File: src/rtl/rv_instr_encoder.sv
// Purpose: range-check decoded RV32I descriptors, pack them into machine words and write them sequentially into imem.
// Latency: accept at edge N, imem_we high during cycle N+1, in_ready high again in cycle N+2.
// Backpressure: in_ready low while a word is being written, while full, and while clr is asserted; one word per 2 cycles.
module rv_instr_encoder #(
    parameter int ADDR_W = 6
) (
    input  logic              clk,
    input  logic              rst,
    input  logic              clr,
    input  logic              in_valid,
    output logic              in_ready,
    input  logic [2:0]        in_fmt,
    input  logic [6:0]        in_opcode,
    input  logic [2:0]        in_funct3,
    input  logic [6:0]        in_funct7,
    input  logic [4:0]        in_rd,
    input  logic [4:0]        in_rs1,
    input  logic [4:0]        in_rs2,
    input  logic [31:0]       in_imm,
    output logic              imem_we,
    output logic [ADDR_W-1:0] imem_addr,
    output logic [31:0]       imem_wdata,
    output logic [ADDR_W:0]   count,
    output logic              full,
    output logic              err,
    output logic [1:0]        err_code
);

    localparam logic [ADDR_W:0] DEPTH_CNT = (ADDR_W + 1)'(1 << ADDR_W);
    localparam logic [ADDR_W:0] CNT_ONE   = (ADDR_W + 1)'(1);

    localparam logic [2:0] FMT_R = 3'd0;
    localparam logic [2:0] FMT_I = 3'd1;
    localparam logic [2:0] FMT_S = 3'd2;
    localparam logic [2:0] FMT_B = 3'd3;
    localparam logic [2:0] FMT_U = 3'd4;
    localparam logic [2:0] FMT_J = 3'd5;

    localparam logic [1:0] ERR_NONE  = 2'd0;
    localparam logic [1:0] ERR_RANGE = 2'd1;
    localparam logic [1:0] ERR_ALIGN = 2'd2;
    localparam logic [1:0] ERR_FMT   = 2'd3;

    typedef enum logic [1:0] {
        ST_IDLE  = 2'd0,
        ST_WRITE = 2'd1,
        ST_FULL  = 2'd2
    } state_t;

    state_t            state;
    state_t            state_nxt;
    logic              accept;
    logic              legal;
    logic [1:0]        chk_code;
    logic [31:0]       enc_word;
    logic [ADDR_W:0]   count_inc;
    logic signed [31:0] imm_s;

    assign imm_s     = $signed(in_imm);
    assign count_inc = count + CNT_ONE;
    assign imem_addr = count[ADDR_W-1:0];
    assign full      = (count == DEPTH_CNT);

    // Immediate legality: format first, then signed range, then alignment.
    always_comb begin
        chk_code = ERR_NONE;
        case (in_fmt)
            FMT_R: chk_code = ERR_NONE;
            FMT_I, FMT_S: begin
                if (imm_s < -32'sd2048 || imm_s > 32'sd2047)
                    chk_code = ERR_RANGE;
            end
            FMT_B: begin
                if (imm_s < -32'sd4096 || imm_s > 32'sd4094)
                    chk_code = ERR_RANGE;
                else if (in_imm[0])
                    chk_code = ERR_ALIGN;
            end
            FMT_U: begin
                if (in_imm[11:0] != 12'd0)
                    chk_code = ERR_ALIGN;
            end
            FMT_J: begin
                if (imm_s < -32'sd1048576 || imm_s > 32'sd1048574)
                    chk_code = ERR_RANGE;
                else if (in_imm[0])
                    chk_code = ERR_ALIGN;
            end
            default: chk_code = ERR_FMT;
        endcase
        legal = (chk_code == ERR_NONE);
    end

    // Field packing for each instruction format.
    always_comb begin
        enc_word = 32'd0;
        case (in_fmt)
            FMT_R: enc_word = {in_funct7, in_rs2, in_rs1, in_funct3, in_rd, in_opcode};
            FMT_I: enc_word = {in_imm[11:0], in_rs1, in_funct3, in_rd, in_opcode};
            FMT_S: enc_word = {in_imm[11:5], in_rs2, in_rs1, in_funct3, in_imm[4:0], in_opcode};
            FMT_B: enc_word = {in_imm[12], in_imm[10:5], in_rs2, in_rs1, in_funct3,
                               in_imm[4:1], in_imm[11], in_opcode};
            FMT_U: enc_word = {in_imm[31:12], in_rd, in_opcode};
            FMT_J: enc_word = {in_imm[20], in_imm[10:1], in_imm[11], in_imm[19:12],
                               in_rd, in_opcode};
            default: enc_word = 32'd0;
        endcase
    end

    // State register.
    always_ff @(posedge clk or posedge rst) begin
        if (rst)
            state <= ST_IDLE;
        else
            state <= state_nxt;
    end

    // Next state and handshake/strobe outputs; clr overrides everything.
    always_comb begin
        state_nxt = state;
        in_ready  = 1'b0;
        imem_we   = 1'b0;
        accept    = 1'b0;
        case (state)
            ST_IDLE: begin
                // Hiding ready during clr keeps the handshake honest: nothing is taken that cycle.
                in_ready = !clr;
                if (in_valid && !clr) begin
                    accept = 1'b1;
                    if (legal)
                        state_nxt = ST_WRITE;
                end
            end
            ST_WRITE: begin
                imem_we   = 1'b1;
                state_nxt = (count_inc == DEPTH_CNT) ? ST_FULL : ST_IDLE;
            end
            ST_FULL: begin
                state_nxt = ST_FULL;
            end
            default: state_nxt = ST_IDLE;
        endcase
        if (clr)
            state_nxt = ST_IDLE;
    end

    // Datapath: captured word, write count and sticky error reporting.
    always_ff @(posedge clk or posedge rst) begin
        if (rst) begin
            imem_wdata <= 32'd0;
            count      <= '0;
            err        <= 1'b0;
            err_code   <= ERR_NONE;
        end else if (clr) begin
            // A strobe issued this cycle still goes out but is deliberately not counted.
            count    <= '0;
            err      <= 1'b0;
            err_code <= ERR_NONE;
        end else begin
            if (accept && legal)
                imem_wdata <= enc_word;
            if (accept && !legal) begin
                err      <= 1'b1;
                err_code <= chk_code;
            end
            if (state == ST_WRITE)
                count <= count_inc;
        end
    end

endmodule
File: config.mk
export PLATFORM = sky130hd
export DESIGN_NAME = rv_instr_encoder
export DESIGN_NICKNAME = d
export VERILOG_FILES = /design/src/rtl/rv_instr_encoder.sv
export SDC_FILE = /design/constraint.sdc
export NUM_CORES = 1
export LEC_CHECK = 0
export ABC_AREA = 1
export CORE_ASPECT_RATIO = 0.9
export CORE_MARGIN = 2
export CORE_UTILIZATION = 43
export CTS_CLUSTER_SIZE = 20
export DETAILED_ROUTE_END_ITERATION = 6
export MAX_ROUTING_LAYER = met4
export PLACE_DENSITY_LB_ADDON = 0.15
export SLEW_MARGIN = 20
export SYNTH_ARGS = -nofsm -noshare
export SYNTH_HDL_FRONTEND = slang
export SYNTH_SLANG_ARGS = --single-unit
File: constraint.sdc
create_clock -name clk -period 1.5 [get_ports clk]
set_input_delay 0.3 -clock clk [delete_from_list [all_inputs] [get_ports clk]]
set_output_delay 0.3 -clock clk [all_outputs]
set_load 0.02 [all_outputs]
## After elaboration in Yosys (flattened, before gate mapping)

Index checks and enable logic that the tools add are counted.

- Bits in registers: 44
- Bits of input ports: 71
- Logic and storage cells: 63

- $add $sub $neg: 1
- Magnitude comparators: 6
- Equality and inequality tests: 11
- Multiplexer cells: 22
- Bitwise operators: 1
- Reductions and logical operators: 17

Operators with widths:

| cell | count |
|---|---|
| case mux 32 bit (6 select lines) | 1 |
| > comparator 32 x 12 -> 1 bit, second input constant | 1 |
| > comparator 32 x 13 -> 1 bit, second input constant | 1 |
| > comparator 32 x 21 -> 1 bit, second input constant | 1 |
| < comparator 32 x 12 -> 1 bit, second input constant | 1 |
| < comparator 32 x 13 -> 1 bit, second input constant | 1 |
| < comparator 32 x 21 -> 1 bit, second input constant | 1 |
| two-way mux 2 bit | 10 |
| == test 7 bit, second input constant | 2 |
| two-way mux 7 bit | 2 |
| nonzero test 12 bit | 1 |
| case mux 2 bit (5 select lines) | 1 |
| adder 7 x 1 -> 7 bit, second input constant | 1 |
| two-way mux 1 bit | 7 |
| == test 3 x 2 -> 1 bit, second input constant | 2 |
| == test 3 bit, second input constant | 2 |
| != test 3 bit, second input constant | 2 |
| case mux 2 bit (3 select lines) | 1 |
| logical NOT 2 bit | 2 |
| AND reduction 2 bit | 2 |
| nonzero test 2 bit | 2 |
| == test 3 x 1 -> 1 bit, second input constant | 1 |
| logical AND 1 bit | 3 |
| logical NOT 3 bit | 1 |
| 6 further kinds | 9 |

## Logic depth before layout (Yosys ltp)

Gate-level depths: netlist of run 1.

- Depth in word-level cells: 9
- Mapped depth: 16
- Depth with buffers taken out: 15

## Worst setup path before layout of run 1

OpenSTA, ideal clock, no wires.

- Kind: register -> output
- Start point: register count[0]
- End point: output port full
- Data arrival time: 1.291 ns
- Setup slack: -0.091 ns
- Stages on the path, launching flop included: 5
- Path buffers: 0
- Cell sequence: dfrtp_1 inv_1 ha_1 nand4_1 nor3_1

- Longest elaborated chain between the ends: 1

Ends and longest elaborated chain:

| item | line | text |
|---|---|---|
| start, declared | 23 | `output logic [ADDR_W:0] count,` |
| start signal, assigned | 167 | `count <= count_inc;` |
| == test 7 bit | 62 | `assign full = (count == DEPTH_CNT);` |
| end, declared | 24 | `output logic full,` |

No other way between the ends.

## Worst setup path after layout of run 1

- Start point: input port in_imm[27]
- End point: register imem_wdata[6]

- Longest elaborated chain between the ends: 7
- Elaborated cells between the ends (all ways): 16

Ends and longest elaborated chain:

| item | line | text |
|---|---|---|
| start, declared | 19 | `input logic [31:0] in_imm,` |
| < comparator 32 x 21 -> 1 bit, or another cell as far along | 84 | `if (imm_s < -32'sd1048576 \|\| imm_s > 32'sd1048574)` |
| logical OR 1 bit, on equally long branches | 84, 70, 74 |  |
| two-way mux 2 bit, or another cell as far along | 84 |  |
| case mux 2 bit (5 select lines) (*) | 67 | `case (in_fmt)` |
| logical NOT 2 bit (*) | 91 | `legal = (chk_code == ERR_NONE);` |
| logical AND 1 bit (*) | 160 | `if (accept && legal)` |
| AND reduction 2 bit (no line) (*) | n/a |  |
| end signal, assigned | 161 | `imem_wdata <= enc_word;` |
| end, declared | 22 | `output logic [31:0] imem_wdata,` |

Every way passes the cells marked *; elsewhere a longest branch is shown, timed or not.
A chain may end at the register's enable or synchronous reset.

==> summary.md, run 1 <==
| Metric | Value |
|---|---|
| Final worst setup slack | `-0.239 ns` |
| Met2 GRT Util | `0.493` |
| TritonCTS clock tree | `done` |
| First-pass GRT wire length | `roughly 16,000 um` |
| Synth Cell Area | `about 2900 um2` |
| Skew-Pair Late Insertion Delay | `0.30 ns` |
| Core ar. | `6550 um2` |
| Area leader, netlist | `dfrtp_1` |
| Post-synthesis sequential area ratio | `0.379` |
| Tcrit/Tclk final | `1.16` |
| Top cell type's share of synthesized area | `0.379` |
| Internal power | `about 2.6 mW` |
| Hold Vio Cnt, Final | `0` |
| Drt first pass iters | `5` |
| GR Layer Usage met3 | `0.0339` |
| Grt met1 use | `0.338` |
| Wire per inst | `between 15 and 20 um` |
| Sequential share of power | `0.386` |
| Vias in the first global route | `3,608` |
| N_diodes | `0` |
| Distinct cells, synth | `34` |
| DIE WIDTH | `between 90 and 100 um` |
| Gr usage total | `0.280` |
| Yosys reg bits | `44` |
| CTS buffer count | `5` |
| Rows | `28` |
| Main synth FF type | `dfrtp_1` |
| Endpoints failing setup | `40` |
| Pwr Density | `~790 nW/um2` |
| Fraction of layout cells with a size suffix above 1 | `0.385` |
| Peak VDD IR | `slightly below 0.5 mV` |
| Max-slew violation count | `0` |
| Final instance area | `around 5000 um2` |
| Startpoint types | `input port` |
| Busiest grt layer | `met2` |
| CP Cell Sequence | `buf_6 > buf_4 > buf_4 > nor2_2 > nand4_1 > nor2_1 > nand2_1 > nand3_2 > buf_4 > nor2_4 > nor2_4 > nand3_4 > buf_8 > nand2_4 > nand2_2` |
| Final Power | `between 4 and 5 mW` |
| Clock network fraction of design power | `0.224` |
| Grt total ovfl | `0` |
| Vias per cell | `around 5.2` |
| Clk slew on worst S/H paths | `~0.090 ns` |
| Setup slack, reg-to-reg | `-0.08 ns` |
| Switch share | `0.359` |
| # hold bufs at CTS | `0` |
| GPL Wtd Cong | `a little over 0.9` |
| Max FO, Critical Path | `6` |
| Fmax | `about 570 MHz` |
| Full die area | `~7400 um2` |
| Worst-margin pin slew | `roughly 0.31 ns` |
| Worst path slowest cell | `buf_8` |
| Area contributors post-synth | `dfrtp_1, nand2_1, nand4_1` |
| Max-Cap Viols | `0` |
| Critical Path Max Stage Delay | `roughly 0.19 ns` |
| Crit path DAT | `a little under 2 ns` |
| Final net count | `approximately 700` |
| IO Count | `approximately 120` |
| Switching Power | `roughly 1.5 mW` |
| Reg-to-reg critical path endpoint | `state[1]$_DFFE_PP0P_` |
| Synth Net Count | `491` |
| FFs w/ async S/R, synth | `1.00` |
| Max_slew headroom | `0.791` |
| WL final | `10,900 um` |
| Total number of vias | `around 3,700` |
| Hold WC Path Type | `input port to async pin` |
| RSZ-0062 raised after global routing | `true` |
| Placed cell count | `~690` |
| Vert. Die Dim | `~80 um` |
| Reg2reg start | `count[0]$_DFFE_PP0P_` |
| DP HPWL | `approximately 7800 um` |
| Max clock buf depth | `2` |
| Initial antenna violation count | `0` |
| Delay-heaviest family, CP | `simple AND/OR/NAND/NOR gates` |
| Worst endpoint required time | `around 1.7 ns` |
| Multi-input gate area | `~1800 um2` |
| FF+latch area | `1100 um2` |
| Most common cell in the netlist | `nand2_1` |
| Non-Filler Instances | `just over 700` |
| Pin count of the biggest net entering global routing | `45` |
| Most used cell, CP | `buf_4` |
| Failing checks | `setup timing` |
| Iteration-0 DRC Markers | `~190` |
| Critical Path End Type | `flip-flop` |
| Layout area overhead | `77.2%` |
| Synth warn | `0` |
| Top cells by count, synth | `nand2_1, nor2_1, dfrtp_1, inv_1, nand4_1` |
| Critical path class | `input port to flip-flop` |
| DRC errors left | `0` |
| TNS Setup | `-7.28 ns` |
| Port Buffer Count | `121` |
| Syn_area_per_cell | `~7.0 um2` |
| Post-synthesis cell count | `about 420` |
| Initial Util | `0.444` |
| Shortest period the worst path allows | `1.74 ns` |
| Placed cell area | `4760 um2` |
| H-Tree Depth | `2` |
| Status | `complete, but fails checks` |
| Final Skew | `0.0130 ns` |
| Number of clock sinks | `44` |
| Comb power frac | `0.389` |
| R2R cell count | `6` |
| Fill cells | `approximately 470` |
| Post-route antenna net violation count | `0` |
| Number of synthesized flops with an enable pin | `0` |
| Clock Tree Root | `clkbuf_8` |
| Leak | `~2.7 nW` |
| Worst path buffer plus inverter count | `5` |
what timing repair did:
item	CTS	global route
resized for setup	254	64
cloned	3	0
setup buffers	13	3
pin swaps	43	32
setup endpoints to repair	88	43
cell families after synthesis:
| kind of cell | synth area share |
|---|---|
| simple gates | 0.403 |
| buf+inv | 0.105 |
| flops | 0.379 |
| compound gates | 0.0852 |
| xor+xnor | 0.0151 |
| fa+ha+maj | 0.0129 |
per-stage QoR:
stage          setup slack (ns)  hold slack (ns)  utilization
6_report                 -0.239            0.340        0.786
5_1_grt                  -0.341            0.367        0.786
4_1_cts                  -0.236            0.358        0.771
3_5_place_dp             -0.901            0.458        0.727
3_3_place_gp             -0.844            0.454        0.727
2_1_floorplan           -0.0680            0.363            -
layout make-up:
class	count	share of cell area
clock inverter	2	0.00680
inverter	48	0.0362
sequential	44	0.214
multi-input combinational	306	0.352
timing repair buffer	218	0.355
clock buffer	6	0.0141
tap	90	0.0219
sequential cells by signal, indices dropped and copies added (netlist names):
name        flops
count           7
err             1
err_code        2
imem_wdata     32
state           2
power groups by stage:
stage / Combinational (mW) / Clock [mW] / Sequential [mW]
final: 1.59 / 0.914 / 1.58
after global routing: 1.71 / 0.955 / 1.59
after CTS: 1.52 / 0.900 / 1.55
after detailed placement: 1.61 / 0 / 1.55
after global placement: 1.57 / 0 / 1.55
after floorplan: 0.423 / 0 / 1.79
routing by layer:
| metal | share of wire | vias up |
|---|---|---|
| met5 | 0 | - |
| met4 | 0.017 | 0 |
| met2 | 0.51 | 157 |
| met3 | 0.060 | 17 |
| li1 | - | 1781 |
| met1 | 0.41 | 1759 |
worst register-to-register path, cell delays in order (launching register included):
cell and delay [ns]:
dfrtp_2 0.43, buf_6 0.13, ha_4 0.16, buf_6 0.12, xnor2_2 0.17, nand4_1 0.14, o41ai_2 0.34
placed cells by master (no fill, tap or decap), types with 4 or more instances in the layout:
master           count
o221ai_1             4
nor2_1              34
clkbuf_8             5
nor2_4               9
clkdlybuf4s50_1     35
nand2_1             97
nand2_4              7
nor2_2               9
dfrtp_1             42
o21ai_0              8
buf_4               86
buf_2               18
buf_6               16
inv_1               33
inv_2               12
nand3_1             14
clkbuf_2            10
nand2_2             41
nand4_1             40
a22o_1               8
dlygate4sd2_1       48
worst max-delay path by stage:
stage,slack (ns),end,cells after the start,start
2_1_floorplan,-0.07,imem_wdata[0]$_DFFE_PP0P_,15,in_imm[31]
6_report,-0.24,imem_wdata[6]$_DFFE_PP0P_,15,in_imm[27]
5_1_grt,-0.34,imem_wdata[19]$_DFFE_PP0P_,15,in_imm[27]
3_5_place_dp,-0.90,imem_wdata[10]$_DFFE_PP0P_,16,in_imm[31]
3_3_place_gp,-0.84,imem_wdata[19]$_DFFE_PP0P_,16,in_imm[31]
4_1_cts,-0.24,imem_wdata[28]$_DFFE_PP0P_,16,in_imm[27]
(Power assumes the default switching activity.)
==> inputs of run 2 (changes only) <==
--- a/config.mk
+++ b/config.mk
@@ -13,7 +13,7 @@
 export DETAILED_ROUTE_END_ITERATION = 6
 export MAX_ROUTING_LAYER = met4
 export PLACE_DENSITY_LB_ADDON = 0.15
-export SLEW_MARGIN = 20
+export SKIP_LAST_GASP = 1
 export SYNTH_ARGS = -nofsm -noshare
 export SYNTH_HDL_FRONTEND = slang
 export SYNTH_SLANG_ARGS = --single-unit
==> run 2 against run 1 <==
The run still ends with setup timing left. Sequential power about the same. Power about the same. Clock skew about the same. Critical path depth unchanged. Worst hold slack barely moved. Global-route usage about the same. Die area unchanged. Wire length decreased by 0.33%. Non-clock buffer count stayed put. Flip-flop and latch count unchanged. Clock power about the same. Critical path type unchanged. Critical endpoint unchanged. Largest cell class unchanged.
==> summary.md, run 2 (same netlist as run 1, synthesis figures left out) <==
| Metric | Value |
|---|---|
| Status | `complete, but fails checks` |
| Failing checks | `setup timing` |
| Wire per inst | `between 15 and 20 um` |
| Fill cells | `473` |
| Rows | `28` |
| Worst endpoint required time | `1.69 ns` |
| H-Tree Depth | `2` |
| Vias in the first global route | `roughly 3,600` |
| Crit path DAT | `1.93 ns` |
| Tcrit/Tclk final | `1.16` |
| DRC errors left | `0` |
| Biggest register | `imem_wdata` |
| Highest Signal Layer | `met4` |
| Placed cell area | `~4800 um2` |
| Vias per cell | `approximately 5.2` |
| Commonest cells after routing, fill and taps aside | `nand2_1, buf_4, dlygate4sd2_1` |
| TNS Setup | `-7.16 ns` |
| Fraction of layout cells with a size suffix above 1 | `0.383` |
| Initial Util | `0.444` |
| Layout area overhead | `77.1%` |
| Fmax | `~580 MHz` |
| Final core utilization | `0.786` |
| IO Count | `around 120` |
| Core ar. | `between 6000 and 7000 um2` |
| TritonCTS clock tree | `done` |
| Clk slew on worst S/H paths | `around 0.090 ns` |
| Final net count | `about 700` |
| Hold WC Path Type | `input port to async pin` |
| GPL Wtd Cong | `roughly 0.92` |
| Peak VDD IR | `between 0.4 and 0.5 mV` |
| CTS buffer count | `5` |
| Critical Path End Type | `flip-flop` |
| N_diodes | `0` |
| Grt total ovfl | `0` |
| Final worst setup slack | `-0.237 ns` |
| Total number of vias | `3,718` |
| Iteration-0 DRC Markers | `207` |
| Max clock buf depth | `2` |
| Post-route antenna net violation count | `0` |
| First-pass GRT wire length | `16,300 um` |
| Hold Vio Cnt, Final | `0` |
| Fin Hold WS | `approximately 0.34 ns` |
| Full die area | `about 7400 um2` |
| Pwr Density | `791 nW/um2` |
| Worst-margin pin slew | `approximately 0.31 ns` |
| Startpoint types | `input port` |
| Commonest non-fill, non-tap cell in the layout | `nand2_1` |
| Critical path class | `input port to flip-flop` |
| Max FO, Critical Path | `6` |
| RSZ-0062 raised after global routing | `true` |
| Initial antenna violation count | `0` |
| Clock Tree Root | `clkbuf_8` |
| Endpoints failing setup | `39` |
| Max_slew headroom | `0.788` |
| Final Skew | `roughly 0.013 ns` |
| Final instance area | `5150 um2` |
| Multi-input gate area | `approximately 1800 um2` |
| FF+latch area | `1100 um2` |
| Max-slew violation count | `0` |
| WL final | `10,800 um` |
| Skew-Pair Late Insertion Delay | `~0.30 ns` |
| Final Power | `~4 mW` |
| Met3 wire len | `about 650 um` |
| Max-Cap Viols | `0` |
| Number of clock sinks | `44` |
| Drt first pass iters | `5` |
| Met2 Routed Length | `~5600 um` |
| Met1 wire length | `4440 um` |
| Shortest period the worst path allows | `about 1.7 ns` |
| Pin count of the biggest net entering global routing | `between 40 and 50` |
| Gr usage total | `0.279` |
| Leak | `~2.7 nW` |
| Max reg flops | `32` |
| DIE WIDTH | `around 91 um` |
| Vert. Die Dim | `around 82 um` |
| DP HPWL | `around 7800 um` |
| Port Buffer Count | `roughly 120` |
| Top Registers | `imem_wdata x32, count x7` |
## run 2: what timing repair did
action,in CTS,in global routing
pin swaps,43,32
setup endpoints to repair,88,45
hold buffers,0,0
cloned,3,0
gates resized for setup,247,67
buffers inserted,13,3
## run 2: path summary, 6_finish.rpt
| check | startpoint | end | slack, ns | cells after the start |
|---|---|---|---|---|
| hold / removal | rst | err$_DFFE_PP0P_ | 0.34 | 3 |
| setup / recovery | in_imm[27] | imem_wdata[6]$_DFFE_PP0P_ | -0.24 | 15 |
| max in group asynchronous | rst | count[1]$_DFFE_PP0P_ | 0.94 | 3 |
| hold reg to reg | imem_wdata[2]$_DFFE_PP0P_ | imem_wdata[2]$_DFFE_PP0P_ | 0.48 | 2 |
| setup reg to reg | count[0]$_DFFE_PP0P_ | state[1]$_DFFE_PP0P_ | -0.08 | 6 |
| min in group clk | in_imm[17] | imem_wdata[17]$_DFFE_PP0P_ | 0.42 | 4 |
## run 2: metrics by stage
stage	std cells	setup WS (ns)
2_1_floorplan	417	-0.0680
3_3_place_gp	688	-0.844
3_5_place_dp	688	-0.901
4_1_cts	712	-0.236
5_1_grt	714	-0.341
6_report	714	-0.237
## run 2: final cells by class
class	count	share of cell area
inverters	48	0.0362
well taps	90	0.0219
multi-input cells	306	0.352
clock inverters	2	0.00680
clock buffers	6	0.0141
flip-flops and latches	44	0.214
repair buffers	218	0.355
## run 2: critical path, cell delays in order
cell	delay [ns]
buf_6	0.09
buf_4	0.12
buf_4	0.13
nor2_2	0.08
nand4_1	0.08
nor2_1	0.16
nand2_1	0.09
nand3_2	0.07
buf_4	0.12
nor2_4	0.04
nor2_4	0.17
nand3_4	0.16
buf_8	0.19
nand2_4	0.06
nand2_2	0.05
## run 2: report_power, final
| part | internal [mW] | total, mW | switching [mW] |
|---|---|---|---|
| combinational | 0.717 | 1.59 | 0.869 |
| sequential | 1.40 | 1.58 | 0.177 |
| clock | 0.495 | 0.915 | 0.420 |
| total | 2.61 | 4.08 | 1.47 |
## run 2: routing by layer
metal | global-route usage | vias up
met4 | 0.0954 | 0
met3 | 0.0339 | 15
met2 | 0.493 | 160
met1 | 0.337 | 1762
li1 | - | 1781
met5 | - | -
